[config.mk]
export PLATFORM = sky130hd
export DESIGN_NAME = unidade_execucao
export DESIGN_NICKNAME = d
export VERILOG_FILES = /design/src/rtl/unidade_execucao.sv
export SDC_FILE = /design/constraint.sdc
export NUM_CORES = 1
export LEC_CHECK = 0
export CAP_MARGIN = 20
export CORE_UTILIZATION = 45
export DETAILED_ROUTE_END_ITERATION = 7
export GPL_TIMING_DRIVEN = 0
export HOLD_SLACK_MARGIN = 0.12
export PLACE_DENSITY = 0.75
export SYNTH_ARGS = -nofsm -noshare
export SYNTH_HDL_FRONTEND = slang
export SYNTH_SLANG_ARGS = --single-unit
[constraint.sdc]
create_clock -name clk -period 3.15 [get_ports clk]
set_input_delay 0.315 -clock clk [delete_from_list [all_inputs] [get_ports clk]]
set_output_delay 0.315 -clock clk [all_outputs]
set_load 0.02 [all_outputs]
[src/rtl/unidade_execucao.sv]
// unidade_execucao: four-state execution unit (IDLE/READ/EXEC/WRITE) driving a 4-entry register bank.
// Optional macro FLAGS_EN builds the zero/carry flag registers; undefined leaves both flags tied to 0.
module unidade_execucao #(
    parameter int Size = 8
) (
    input  logic            clk,
    input  logic            clr,
    input  logic            instr_valid,
    input  logic [7:0]      instr,
    input  logic [Size-1:0] imm,
    output logic            instr_ready,
    input  logic [Size-1:0] rd1,
    input  logic [Size-1:0] rd2,
    output logic            we,
    output logic [Size-1:0] wd,
    output logic [1:0]      a1,
    output logic [1:0]      a2,
    output logic            done,
    output logic            zero,
    output logic            carry
);

    localparam logic [1:0] IDLE  = 2'd0;
    localparam logic [1:0] READ  = 2'd1;
    localparam logic [1:0] EXEC  = 2'd2;
    localparam logic [1:0] WRITE = 2'd3;

    localparam logic [1:0] OP_ADD = 2'b00;
    localparam logic [1:0] OP_SUB = 2'b01;
    localparam logic [1:0] OP_AND = 2'b10;
    localparam logic [1:0] OP_LDI = 2'b11;

    logic [1:0]      r_state;
    logic [5:0]      r_instr;
    logic [Size-1:0] r_imm;
    logic [Size-1:0] r_a;
    logic [Size-1:0] r_b;
    logic [Size-1:0] r_result;

    logic [1:0]      w_op;
    logic [1:0]      w_dest;
    logic [1:0]      w_src;
    logic [Size:0]   w_sum;
    logic [Size:0]   w_diff;
    logic [Size-1:0] w_result;
    logic            w_carry;
    logic            w_xfer;
    logic            w_unused;

    assign w_op     = r_instr[5:4];
    assign w_dest   = r_instr[3:2];
    assign w_src    = r_instr[1:0];
    assign w_xfer   = instr_valid && (r_state == IDLE);
    assign w_unused = &{1'b0, instr[1:0]};
    assign w_sum    = {1'b0, r_a} + {1'b0, r_b};
    assign w_diff   = {1'b0, r_a} - {1'b0, r_b};

    // State sequencing: one state per cycle once an instruction is taken
    always_ff @(posedge clk or posedge clr) begin
        if (clr) begin
            r_state <= IDLE;
        end else begin
            unique case (r_state)
                IDLE:    r_state <= w_xfer ? READ : IDLE;
                READ:    r_state <= EXEC;
                EXEC:    r_state <= WRITE;
                default: r_state <= IDLE;
            endcase
        end
    end

    // Datapath registers: instruction on transfer, operands in READ, result in EXEC
    always_ff @(posedge clk or posedge clr) begin
        if (clr) begin
            r_instr  <= '0;
            r_imm    <= '0;
            r_a      <= '0;
            r_b      <= '0;
            r_result <= '0;
        end else begin
            if (w_xfer) begin
                r_instr <= instr[7:2];
                r_imm   <= imm;
            end
            if (r_state == READ) begin
                r_a <= rd1;
                r_b <= rd2;
            end
            if (r_state == EXEC) begin
                r_result <= w_result;
            end
        end
    end

    // ALU: result and carry/borrow for the latched opcode
    always_comb begin
        w_result = '0;
        w_carry  = 1'b0;
        unique case (w_op)
            OP_ADD: begin
                w_result = w_sum[Size-1:0];
                w_carry  = w_sum[Size];
            end
            OP_SUB: begin
                w_result = w_diff[Size-1:0];
                w_carry  = w_diff[Size];
            end
            OP_AND: begin
                w_result = r_a & r_b;
                w_carry  = 1'b0;
            end
            default: begin
                w_result = r_imm;
                w_carry  = 1'b0;
            end
        endcase
    end

`ifdef FLAGS_EN
    logic r_zero;
    logic r_carry;

    // Flags follow ALU ops at the end of EXEC; LDI leaves them alone
    always_ff @(posedge clk or posedge clr) begin
        if (clr) begin
            r_zero  <= 1'b0;
            r_carry <= 1'b0;
        end else if (r_state == EXEC && w_op != OP_LDI) begin
            r_zero  <= (w_result == '0);
            r_carry <= w_carry;
        end
    end

    assign zero  = r_zero;
    assign carry = r_carry;
`else
    assign zero  = 1'b0;
    assign carry = 1'b0;
`endif

    // Bank-side outputs decoded from the current state only
    always_comb begin
        instr_ready = 1'b0;
        we          = 1'b0;
        done        = 1'b0;
        wd          = '0;
        a1          = 2'd0;
        a2          = 2'd0;
        unique case (r_state)
            IDLE: begin
                instr_ready = 1'b1;
            end
            READ: begin
                a1 = w_dest;
                a2 = w_src;
            end
            WRITE: begin
                we   = 1'b1;
                done = 1'b1;
                a1   = w_dest;
                wd   = r_result;
            end
            default: begin
                instr_ready = 1'b0;
            end
        endcase
    end

endmodule
# Word-level counts from Yosys, hierarchy flattened
# Index checks and enable logic that the tools add are counted.
dict set report op_classes {
  n_eq_ne 5
  bitwise 1
  n_reduce_logical 4
  addsub 2
  n_mux 8
}
# cell n
set ops {}
lappend ops {{8-bit one-hot mux with 3 select lines} 1}
lappend ops {{8-bit adder} 1}
lappend ops {{8-bit AND} 1}
lappend ops {{8-bit two-way mux} 1}
lappend ops {{8-bit subtractor} 1}
lappend ops {{2-bit equality test (second input constant)} 3}
lappend ops {{2-bit one-hot mux with 3 select lines} 1}
lappend ops {{2-bit by 1-bit equality test with 1-bit output (second input constant)} 2}
lappend ops {{2-bit logical NOT} 2}
lappend ops {{2-bit two-way mux} 2}
lappend ops {{1-bit two-way mux} 3}
lappend ops {{2-bit OR reduction} 1}
lappend ops {{1-bit logical AND} 1}
dict set report word_totals {
  output_inout_bits 17
  input_bits 35
  wordCells 26
  reg_bits 40
}

# Depth between registers and ports, before layout
dict set report logic_depth {
  ltp_word 4
  ltp_mapped 11
  depth_no_buf 10
}

# Worst setup path after synthesis
# No wires, ideal clock.
dict set report synth_path {
  path_kind {register -> register}
  from {reg r_instr[4]}
  to {reg r_result[4]}
  t_arrival_ps 2200
  required_time_ps 3085
  synth_period_minus_slack_ps 2265
  path_stages_with_launch 11
  setup_ps 65
  slack_ps 885
  path_buffers 2
  cell_sequence {dfrtp_1 > buf_6 > nor2b_1 > buf_6 > mux2_2 > fa_1 > nor2b_4 > o21a_4 > nor3_1 > o311ai_1 > o21a_1}
}
dict set report synth_via {
  elab_chain_cells 2
  elab_cells_between_ends 4
  classes_between {eq/ne: 2; mux: 1; reduce/logical: 1}
}
# element line_no
set synth_lines {}
lappend synth_lines {{start, declared} 34} ;# logic [5:0] r_instr;
lappend synth_lines {{start signal, assigned} 82} ;# r_instr <= instr[7:2];
lappend synth_lines {{2-bit equality test (tied with other cells)} 99} ;# unique case (w_op)
lappend synth_lines {{8-bit one-hot mux with 3 select lines (*)} 99}
lappend synth_lines {{end signal, assigned} 90} ;# r_result <= w_result;
lappend synth_lines {{end, declared} 38} ;# logic [Size-1:0] r_result;
# Mark *: on every way between the ends. The rest lies on a longest branch, timed or not.
# A chain may end at the register's enable or synchronous reset.

# Final worst setup path
dict set report layout_path {
  from {reg r_state[1]}
  to {out a2[1]}
}
dict set report layout_via {
  elab_chain_cells 2
}
# element line_no
set layout_lines {}
lappend layout_lines {{start, declared} 33} ;# logic [1:0] r_state;
lappend layout_lines {{start signal, assigned} 64} ;# IDLE: r_state <= w_xfer ? READ : IDLE;
lappend layout_lines {{2-bit by 1-bit equality test with 1-bit output} 149} ;# unique case (r_state)
lappend layout_lines {{2-bit two-way mux} 149}
lappend layout_lines {{end, declared} 17} ;# output logic [1:0] a2,
# Every way passes these cells.

==> run metrics <==
postcts setup bufs 0; Crit Path Max Fanout 10; non-filler instance count after layout 343; H-tree depth 2; Post-synth ARST share 100%; post-synthesis cell area 2310 um2; CP endpoint kind output port; EDFF count, synth 0; maximum clock path buffer count 2; hold slack final 0.501 ns; Final nets 325; GRT Total Usage 19.0%; clk slew on worst S/H paths 0.07 ns; Die ar. 5430 um2; Final period util 84.0%; Inserted Diodes 0; via count 1696; min cycle time layout 2.64 ns; PnR worst setup slack 0.505 ns; layout cells sized above 1 18.5%; leakage power 1.29 nW; Max-cap violations 0; DRT Pass-1 Iters 4; status complete, no violations; Max Freq 378 MHz; pwr dens 1210 nW/um2; Post-synth top flop dfrtp_1; synthesized instance count 221; DRT iter0 DRCs 40; clk_lat worst skew 0.29 ns; Core Area 4850 um2; Peak VDD IR 512 uV; Routed wire per std cell 13.3 um; Hold Crit Class flop to flop; global-route wire length before repair 7.76 mm; DRC viols 0; most frequent cells in the layout clkdlybuf4s50_1, dfrtp_1, mux2_2, nand2_1; worst clock skew 0.00405 ns; IO buf count 47; area of the multi-input gates 1190 um2; crit path DAT 2.33 ns; Detailed Place HPWL 3.51 mm; Placement Setup Slack 0.752 ns; Rows 25; vias in the first global route 1666; largest net degree at the start of global routing 41; Routability Congestion 0.835; Synth Area per Inst 10.5 um2; CTS sink cnt 40; CP required 2.83 ns; RSZ-0062 raised after global routing false; vias per cell 4.94; most common cell after layout, fill and taps aside clkdlybuf4s50_1; placed insts 336; Worst-Margin Slew 0.834 ns; antenna violations before repair 0; Initial Utilization 47.7%; height of the chip 73.7 um; num ports 52; area grow syn2layout 28.3%; Hold Vio Cnt, Final 0; synth top area cells dfrtp_1, mux2_2, ha_1, nand2_1, and2_1; Die X 73.7 um; setup violators final 0; Post-Layout Inst Area 2970 um2; post-synthesis sequential area ratio 43.2%; Tot Pwr 3.61 mW; Filler Cells Inserted 430; DRT antenna net count 0; Max Transition Viols Final 0; Synth top area share 43.2%; startpoint types flop; largest area contributor in the netlist dfrtp_1; Resized cells post-CTS 0; TritonCTS Buffers 5; max_slew headroom 44.3%; Ys Warns 0; post-route setup TNS 0 ns; final core utilization 61.2%; hold_buf cts 0; Distinct cells, synth 37; remaining global-route overflow 0; CTS tree yes; Sequential Area 1000 um2; clk root buf clkbuf_8; #FFs+latches synth 40; final wirelength 4.57 mm; placed instance area 2870 um2; Setup Crit Path Kind flop to output port
==> metal layers <==
| layer | part of all wire (%) | vias up | global-route usage [%] | routed length, um |
|---|---|---|---|---|
| met5 | 0 | - | 0 | 0 |
| met4 | 1.3 | 0 | 5.13 | 58 |
| met3 | 3.5 | 7 | 4.53 | 158 |
| met2 | 49 | 34 | 32.5 | 2230 |
| met1 | 47 | 793 | 24.0 | 2130 |
| li1 | - | 862 | - | - |
==> flip-flops by register name, indices dropped and copies added (netlist names) <==
name / count
r_a: 8
r_b: 8
r_imm: 8
r_instr: 6
r_result: 8
r_state: 2
==> final cells by class <==
| class | count | area share (%) |
|---|---|---|
| flip-flops and latches | 40 | 33.7 |
| repair buffers | 47 | 15.8 |
| inverters | 14 | 1.77 |
| clock buffers | 7 | 3.24 |
| well taps | 67 | 2.82 |
| plain buffers | 12 | 2.61 |
| multi-input cells | 156 | 40.0 |
==> cell usage after synthesis, drive strengths merged (3+ instances only) <==
cell   instances
xnor2          6
and2          10
mux2i          5
dfrtp         40
ha            13
nand2         25
mux2          26
a21oi         12
inv           14
o21a           6
buf           10
nor3           6
a31oi          4
xor2           3
o21ai         12
nor2           9
==> path summary, 6_finish.rpt <==
kind | start | end | slack (ns) | depth (start not counted)
worst max-delay path | r_state[1] | a2[1] | 0.51 | 6
worst min-delay path | r_result[5] | r_result[5] | 0.50 | 2
worst max register to register | r_instr[4] | r_result[4] | 0.74 | 10
worst min register to register | r_result[5] | r_result[5] | 0.50 | 2
max in group asynchronous | clr | r_b[5] | 2.12 | 2
min in group asynchronous | clr | r_instr[0] | 0.51 | 2
==> worst max-delay path: stages (launching register included) <==
cell and delay [ns]:
dfrtp_1 0.40, inv_1 0.11, ha_1 0.17, buf_2 0.21, clkbuf_1 0.35, and2_1 0.18
clkdlybuf4s50_1 0.61
==> cells by family (layout without fill, tap and decap cells) <==
logic type / Yosys count / after routing / synth area share [%]
other: 1 / 2 / 0.162
AOI/OAI and AO/OA: 42 / 42 / 12.1
DFF: 40 / 40 / 43.2
and+or+nand+nor: 58 / 58 / 12.8
muxes: 31 / 31 / 14.8
buffers and inverters: 26 / 80 / 5.62
xor gates and xnor gates: 9 / 9 / 3.41
adders and majority gates: 14 / 14 / 7.89
==> power by group <==
group / total, mW / switching [mW] / internal, mW / leakage, nW
clock: 0.367 / 0.172 / 0.195 / 0.0503
sequential: 0.973 / 0.189 / 0.784 / 0.475
combinational: 2.27 / 1.14 / 1.12 / 0.763
total: 3.61 / 1.50 / 2.10 / 1.29
Note: power is estimated with default switching activity, not from simulation.
